$ cat config.mk
export PLATFORM = sky130hd
export DESIGN_NAME = morse_key_timer
export DESIGN_NICKNAME = d
export VERILOG_FILES = /design/src/rtl/morse_key_timer.sv
export SDC_FILE = /design/constraint.sdc
export NUM_CORES = 1
export LEC_CHECK = 0
export ABC_AREA = 1
export CORE_UTILIZATION = 47
export CTS_CLUSTER_SIZE = 20
export DETAILED_ROUTE_END_ITERATION = 8
export GPL_TIMING_DRIVEN = 0
export PLACE_DENSITY = 0.65
export SYNTH_ARGS = -nofsm -noshare
export SYNTH_HDL_FRONTEND = slang
export SYNTH_SLANG_ARGS = --single-unit
$ cat constraint.sdc
create_clock -name clk -period 3.4 [get_ports clk]
set_clock_uncertainty 0.1 [all_clocks]
set_input_delay 1.02 -clock clk [delete_from_list [all_inputs] [get_ports clk]]
set_output_delay 1.02 -clock clk [all_outputs]
set_load 0.02 [all_outputs]
$ cat src/rtl/morse_key_timer.sv
// Straight-key front end: sync, debounce, and mark/gap timing into dot/dash/space pulses.
// Optional sidetone divider is built only when MORSE_SIDETONE_EN is defined.
module morse_key_timer #(
  parameter int DEBOUNCE_CYC = 16,
  parameter int UNIT_CYC     = 1000,
  parameter int DASH_UNITS   = 2,
  parameter int CHAR_UNITS   = 3,
  parameter int WORD_UNITS   = 7,
  parameter int TONE_DIV     = 50
) (
  input  logic clk,
  input  logic rst,
  input  logic key_in,
  output logic dot_out,
  output logic dash_out,
  output logic char_space_out,
  output logic word_space_out,
  output logic key_db,
  output logic busy,
  output logic sidetone_out
);
  localparam int DBW = $clog2(DEBOUNCE_CYC + 1);
  localparam int PSW = $clog2(UNIT_CYC);

  typedef enum logic [1:0] {IDLE, MARK, GAP} state_t;
  state_t state;

  logic           sync1, sync2, db_prev;
  logic [DBW-1:0] db_cnt;
  logic [PSW-1:0] pre;
  logic [3:0]     units, units_nxt;
  logic           rise, fall, db_edge, tick;

  assign rise      = key_db & ~db_prev;
  assign fall      = ~key_db & db_prev;
  assign db_edge   = rise | fall;
  assign tick      = (pre == PSW'(UNIT_CYC - 1)) && !db_edge;
  assign units_nxt = (units == 4'hf) ? units : units + 4'd1;
  assign busy      = (state != IDLE);

  // key_db flips only after DEBOUNCE_CYC consecutive disagreeing samples
  always_ff @(posedge clk or posedge rst) begin
    if (rst) begin
      sync1   <= 1'b0;
      sync2   <= 1'b0;
      key_db  <= 1'b0;
      db_prev <= 1'b0;
      db_cnt  <= '0;
    end else begin
      sync1   <= key_in;
      sync2   <= sync1;
      db_prev <= key_db;
      if (sync2 != key_db) begin
        if (db_cnt == DBW'(DEBOUNCE_CYC - 1)) begin
          key_db <= sync2;
          db_cnt <= '0;
        end else begin
          db_cnt <= db_cnt + 1'b1;
        end
      end else begin
        db_cnt <= '0;
      end
    end
  end

  // Unit timebase restarts on every debounced edge so marks and gaps are timed from zero
  always_ff @(posedge clk or posedge rst) begin
    if (rst) begin
      pre   <= '0;
      units <= '0;
    end else if (db_edge) begin
      pre   <= '0;
      units <= '0;
    end else if (tick) begin
      pre   <= '0;
      units <= units_nxt;
    end else begin
      pre   <= pre + 1'b1;
    end
  end

  always_ff @(posedge clk or posedge rst) begin
    if (rst) begin
      state          <= IDLE;
      dot_out        <= 1'b0;
      dash_out       <= 1'b0;
      char_space_out <= 1'b0;
      word_space_out <= 1'b0;
    end else begin
      dot_out        <= 1'b0;
      dash_out       <= 1'b0;
      char_space_out <= 1'b0;
      word_space_out <= 1'b0;
      case (state)
        IDLE: if (rise) state <= MARK;
        MARK: if (fall) begin
          if (units < 4'(DASH_UNITS)) dot_out  <= 1'b1;
          else                        dash_out <= 1'b1;
          state <= GAP;
        end
        GAP: begin
          if (rise) begin
            state <= MARK;
          end else if (tick) begin
            if (units_nxt == 4'(CHAR_UNITS)) begin
              char_space_out <= 1'b1;
            end else if (units_nxt == 4'(WORD_UNITS)) begin
              word_space_out <= 1'b1;
              state          <= IDLE;
            end
          end
        end
        default: state <= IDLE;
      endcase
    end
  end

`ifdef MORSE_SIDETONE_EN
  localparam int TW = $clog2(TONE_DIV + 1);
  logic [TW-1:0] tone_ph;
  logic          tone_q;

  always_ff @(posedge clk or posedge rst) begin
    if (rst) begin
      tone_ph <= '0;
      tone_q  <= 1'b0;
    end else if (!key_db) begin
      tone_ph <= '0;
      tone_q  <= 1'b0;
    end else if (tone_ph == TW'(TONE_DIV - 1)) begin
      tone_ph <= '0;
      tone_q  <= ~tone_q;
    end else begin
      tone_ph <= tone_ph + 1'b1;
    end
  end

  // gate with key_db so the tone stops on the release cycle itself
  assign sidetone_out = tone_q & key_db;
`else
  assign sidetone_out = 1'b0;
`endif

endmodule

==> results of run 1 <==
final cells by class:
| type | instances | area (µm²) |
|---|---|---|
| multi-input combinational | 113 | 590.6 |
| tap | 31 | 38.79 |
| sequential | 29 | 725.7 |
| clock inverter | 2 | 37.54 |
| timing repair buffer | 8 | 80.08 |
| buffer | 4 | 33.78 |
| inverter | 22 | 82.58 |
| fill | 272 | 1189 |
| clock buffer | 6 | 51.30 |
routing by layer:
metal  GRT usage  wire length (µm)
met3     0.08844               157
met2      0.3143              1225
met5           0                 0
met1      0.2140              1147
met4     0.08014                47
cell usage in the layout (no fill, tap or decap):
cell type,count
nand2_1,33
dfrtp_1,29
nor2_1,23
inv_1,22
nand3_1,13
clkdlybuf4s50_1,8
o21ai_0,6
a21oi_1,6
nand4_1,5
nor3_1,5
ha_1,5
clkbuf_4,5
buf_6,2
nor3_2,2
clkbuf_1,1
nand2_2,1
or2_4,1
a21boi_4,1
o22ai_1,1
xnor2_1,1
and3_1,1
a31oi_1,1
nor2_2,1
a211oi_1,1
nor3b_1,1
xor2_1,1
nor4_1,1
o31ai_1,1
a21boi_1,1
buf_4,1
conb_1,1
clkbuf_8,1
clkinvlp_4,1
bufinv_16,1
worst register-to-register path, stage by stage (launching register included):
cell and delay (ns):
dfrtp_1 0.44, inv_1 0.09, ha_1 0.28, clkbuf_1 0.25, nand4_1 0.17, inv_1 0.14, nand3_1 0.09, nor3_2 0.12
through the flow:
step | instance area (µm²) | hold WS (ns) | total power, W | setup slack [ns] | cells
2_1_floorplan | 1433 | 0.2312 | 0.0005176 | 1.674 | 168
3_3_place_gp | 1551 | 0.2344 | 0.0005420 | 0.9866 | 207
3_5_place_dp | 1551 | 0.2387 | 0.0005480 | 0.9411 | 207
4_1_cts | 1640 | 0.2616 | 0.0008526 | 0.7748 | 215
5_1_grt | 1640 | 0.2761 | 0.0009014 | 0.6914 | 215
6_report | 1640 | 0.2594 | 0.0008446 | 0.7818 | 215
logic make-up after synthesis:
kind of cell / synth area share
compound gates: 0.07949
buf+inv: 0.08122
fa+ha+maj: 0.04367
other cells: 0.002618
flops: 0.5066
simple gates: 0.2742
xor+xnor: 0.01223
how the worst min path moves through the flow:
| stage | from | end | slack (ns) | cells after the start |
|---|---|---|---|---|
| after floorplan | sync1 | sync2 | 0.23 | 0 |
| after global placement | sync1 | sync2 | 0.23 | 0 |
| after detailed placement | sync1 | sync2 | 0.24 | 0 |
| after CTS | sync1 | sync2 | 0.26 | 0 |
| after global routing | sync1 | sync2 | 0.28 | 0 |
| final | sync1 | sync2 | 0.26 | 0 |
registers in the layout (all words and copies together) (netlist names), 2 cells and up:
name and flops:
db_cnt 5, state 2, pre 10, units 4
where the power goes:
group / total, W / internal, W / switching, W
clock: 0.000302 / 0.000175 / 0.000128
combinational: 0.000115 / 0.0000448 / 0.0000703
sequential: 0.000427 / 0.000387 / 0.0000401
total: 0.000845 / 0.000606 / 0.000238
synth_stat cells:
| cell | n | area, µm² |
|---|---|---|
| a31oi_1 | 1 | 6.260 |
| buf_4 | 1 | 7.510 |
| nor3_1 | 5 | 25.02 |
| dfrtp_1 | 29 | 725.7 |
| or2_4 | 1 | 8.760 |
| nand4_1 | 5 | 31.28 |
| o31ai_1 | 1 | 7.510 |
| inv_1 | 22 | 82.58 |
| a21boi_1 | 1 | 7.510 |
| conb_1 | 1 | 3.750 |
| a21oi_1 | 6 | 30.03 |
| nor3b_1 | 1 | 7.510 |
| buf_6 | 2 | 22.52 |
| xor2_1 | 1 | 8.760 |
| ha_1 | 5 | 62.56 |
| nor3_2 | 2 | 20.02 |
| and3_1 | 1 | 6.260 |
| xnor2_1 | 1 | 8.760 |
| nor2_1 | 23 | 86.33 |
| nand2_1 | 33 | 123.9 |
| clkbuf_1 | 1 | 3.750 |
| nand3_1 | 13 | 65.06 |
| nor4_1 | 1 | 6.260 |
| nand2_2 | 1 | 6.260 |
| nor2_2 | 1 | 6.260 |
| a21boi_4 | 1 | 18.77 |
| o21ai_0 | 6 | 30.03 |
| a211oi_1 | 1 | 7.510 |
| o22ai_1 | 1 | 6.260 |
==> results.md, run 1 <==
* Status: finished, violations left
* Failing checks: DRC
* Worst-skew pair later-pin latency at between 0.3 and 0.4 ns
* FF+latch count, synth at 29
* Number of DRC markers in iteration 0 at 61
* Largest net degree at the start of global routing at 30
* Synth unique cells at 29
* Clock Sinks at 29
* Crit-path leading delay family: buffers and inverters
* Cell breakdown of the critical path: inv_1, nand2_1, clkdlybuf4s50_1
* Via count at ~1100
* Final core occ at 0.5798
* Resize count post-CTS at 0
* Syn Inst Count at approximately 170
* Core area at 2829 µm²
* Die area at roughly 3300 µm²
* Cell Area, Synth at between 1000 and 1500 µm²
* Setup Buffers After CTS at 0
* CTS root buffer: clkbuf_4
* Final Hold Viols at 0
* Buffers plus inverters on the worst setup path at 2
* Max-capacitance violation count at 0
* RSZ-0062 raised after global routing: false
* DP HPWL at approximately 1.9 mm
* Worst path slowest cell: clkdlybuf4s50_1
* Reg2Reg Launch Point: key_db
* Vias per std cell at between 5 and 6
* Leakage at around 0.83 nW
* Nets at between 150 and 200
* Yosys warning count at 0
* Final setup violating endpoints at 0
* Clock tree buffer depth at 2
* Initial core utilization at 0.5064
* Reg2Reg Depth at 7
* Max transition margin at 0.2829
* Total grt overflow at 0
* Initial DRT Pass Iterations at 6
* Syn Nets at between 150 and 200
* R2R Path End: char_space_out
* Drt drc at 4
* CTS buffer count at 5
* Data required, critical path at roughly 2.3 ns
* Worst-path fanout max at 4
* Tmin final at between 2 and 3 ns
* Final Max Slew Viols at 0
* # rows at 19
* Critical Path Max Stage Delay at about 0.60 ns
* Setup CP Type: reg2out
* Crit path from: state[0]
* Diodes inserted at 0
* Initial antenna violation count at 0
* Worst setup path end: busy
* GPL Wtd Cong at 0.8777
* Fin crit share at 0.7701
* Final ANT Viol Nets at 0
* Post-route setup TNS at 0 ns
* Crit path capture type: output pin
* Seq/Total Area, Yosys at 0.5066
* Drt wl/cell at approximately 12 µm
* Die Wd at approximately 57 µm
* Gr usage total at 0.1909
* Fraction of layout cells with a size suffix above 1 at 0.09239
* VDD IR max at ~0.36 mV
* Clock slew at reported path FFs at 0.10 ns
* Maximum clock rate at ~0.38 GHz
* CTS tree: built
* Flop-to-flop setup slack at 1.65 ns
* Pwr Density at 514.9 nW/µm²
* Number of global-route vias before repair at around 1100
* DIE HEIGHT at between 50 and 60 µm
* Hold Path Class: reg2reg
* Worst Max-Slew Pin Slew at between 1 and 1.5 ns
* Port bufs at 8
* Critical Path Source Type: flip-flop
* Worst EP arrival at 1.50 ns
* P&R area growth vs syn at 14.50%
* H-tree depth at 2
* CTS Hold Bufs at 0
* WL final at about 2.6 mm
* First-pass GRT wire length at about 4.6 mm
* Crit path depth at 3
* Post-synthesis area per instance at around 8.5 µm²
* # IOs at 10
No activity file was read; power rests on OpenSTA's default activity.
==> run 2: changes to the inputs <==
--- a/config.mk
+++ b/config.mk
@@ -10,7 +10,7 @@
 export CTS_CLUSTER_SIZE = 20
 export DETAILED_ROUTE_END_ITERATION = 8
 export GPL_TIMING_DRIVEN = 0
-export PLACE_DENSITY = 0.65
+export PLACE_DENSITY = 0.68
 export SYNTH_ARGS = -nofsm -noshare
 export SYNTH_HDL_FRONTEND = slang
 export SYNTH_SLANG_ARGS = --single-unit
==> constraint.sdc (replaced) <==
create_clock -name clk -period 2.2 [get_ports clk]
set_clock_uncertainty 0.1 [all_clocks]
set_input_delay 0.66 -clock clk [delete_from_list [all_inputs] [get_ports clk]]
set_output_delay 0.66 -clock clk [all_outputs]
set_load 0.02 [all_outputs]
==> results.md, run 2 (synthesized netlist as in run 1, its figures left out) <==
* Tmin final at 2.015 ns
* Initial core utilization at 0.5064
* Max-capacitance violation count at 0
* Status: finished, violations left
* DP HPWL at 1.802 mm
* Flop-to-flop setup slack at 0.42 ns
* Pwr Density at about 710 nW/µm²
* Placed cell area at 1551 µm²
* R2R Path End: state[0]
* Nets at between 150 and 200
* Most frequent cells in the layout: 33 x nand2_1, 29 x dfrtp_1, 23 x nor2_1
* Clock slew at reported path FFs at ~0.09 ns
* CTS tree: built
* DIE HEIGHT at 57.21 µm
* Final ANT Viol Nets at 0
* WHS Path Cells at 0
* Total grt overflow at 0
* Reg2Reg Depth at 7
* Leading cell type in the layout, fill and taps excluded: nand2_1
* Critical Path Source Type: flip-flop
* Port bufs at 8
* Hold wc startpoint: sync1
* Final setup violating endpoints at 0
* Biggest registers after layout: pre (10), db_cnt (5), units (4)
* CTS buffer count at 5
* Worst EP arrival at 1.25 ns
* # IOs at 10
* WL final at ~2.5 mm
* Core area at between 2000 and 3000 µm²
* Maximum clock rate at 0.4963 GHz
* Worst-skew pair later-pin latency at around 0.33 ns
* Data required, critical path at 1.44 ns
* VDD IR max at approximately 0.47 mV
* Die area at roughly 3300 µm²
* Initial DRT Pass Iterations at 6
* Largest net degree at the start of global routing at 30
* Crit path capture type: output pin
* Clock tree buffer depth at 2
* DP Cell Count at just over 200
* First-pass GRT wire length at around 4.5 mm
* Die Wd at between 50 and 60 µm
* Clock Sinks at 29
* Max reg flops at 10
* CTS root buffer: clkbuf_4
* Largest Register: pre
* Reg2Reg Launch Point: key_db
* Critical Path Max Stage Delay at 0.59 ns
* Vias per std cell at ~5.2
* Drt drc at 2
* Worst Hold End: sync2
* Cell breakdown of the critical path: clkdlybuf4s50_1
* Diodes inserted at 0
* Via count at 1121
* Non-filler cells, final at around 220
* Number of DRC markers in iteration 0 at 66
* P&R area growth vs syn at 11.97%
* Crit-path leading delay family: buffers and inverters
* Failing checks: DRC
* Worst Hold Slack at 0.2808 ns
* GPL Wtd Cong at between 0.7 and 0.8
* Max transition margin at 0.3015
* RSZ-0062 raised after global routing: false
* Final Hold Viols at 0
* Initial antenna violation count at 0
* Worst-path fanout max at 1
* Drt wl/cell at about 12 µm
* Final Max Slew Viols at 0
* # rows at 19
* Post-route setup TNS at 0 ns
* Hold Path Class: reg2reg
* Buffers plus inverters on the worst setup path at 1
* Setup CP Type: reg2out
* Fraction of layout cells with a size suffix above 1 at 0.08696
* Leakage at around 0.84 nW
* Fin crit share at 0.9158
* Gr usage total at 0.1842
* Worst path slowest cell: clkdlybuf4s50_1
* CTS Hold Bufs at 0
* Non-Filler Cell Area, Final at 1604 µm²
* Number of global-route vias before repair at 1081
* Worst Max-Slew Pin Slew at around 1.0 ns
* H-tree depth at 2
## run 2: worst register-to-register path, stage by stage (launching register included)
cell,delay (ns)
dfrtp_1,0.44
inv_1,0.08
ha_1,0.28
clkbuf_1,0.27
nand4_1,0.19
nor2_1,0.12
nand2_1,0.10
a21boi_1,0.13
## run 2: per-stage QoR
step,power (W),util,worst slack (ns)
2_1_floorplan,0.0008000,-,0.5442
6_report,0.001135,0.5670,0.1853
4_1_cts,0.001156,0.5661,0.009874
3_5_place_dp,0.0008478,0.5484,0.09340
3_3_place_gp,0.0008369,0.5484,0.1259
5_1_grt,0.001218,0.5670,0.1312
## run 2: how the worst max path moves through the flow
stage | slack (ns) | cells after the start | start | endpoint
after global placement | 0.13 | 2 | rst | units[3]
after global routing | 0.13 | 1 | word_space_out | word_space_out
after detailed placement | 0.09 | 2 | rst | units[2]
final | 0.19 | 1 | word_space_out | word_space_out
after floorplan | 0.54 | 7 | key_db | char_space_out
after CTS | 0.01 | 1 | key_db | key_db
## run 2: timing repair
item	CTS	global route
setup endpoints to repair	1	1
pin swaps	0	0
buffers inserted	0	0
resized for setup	1	1
cloned	0	0
## run 2: area by class of cell
| type | count | area, µm² |
|---|---|---|
| fillers | 275 | 1225 |
| flip-flops and latches | 29 | 725.7 |
| multi-input cells | 113 | 590.6 |
| inverters | 22 | 82.58 |
| repair buffers | 8 | 81.33 |
| clock buffers | 6 | 41.29 |
| well taps | 31 | 38.79 |
| plain buffers | 4 | 33.78 |
| clock inverters | 2 | 10.01 |
## run 2: metal layers
layer | wire length, µm | part of all wire | vias up | global-route usage
li1 | - | - | 570 | -
met1 | 1169 | 0.47 | 523 | 0.2132
met2 | 1165 | 0.47 | 22 | 0.3042
met3 | 113 | 0.045 | 6 | 0.07029
met4 | 44 | 0.018 | 0 | 0.08362
met5 | 0 | 0 | - | 0
## run 2: power breakdown
part / total [W] / switching [W] / internal (W)
Sequential: 0.000659 / 0.0000614 / 0.000598
Clock: 0.000300 / 0.000178 / 0.000121
Combinational: 0.000176 / 0.000108 / 0.0000677
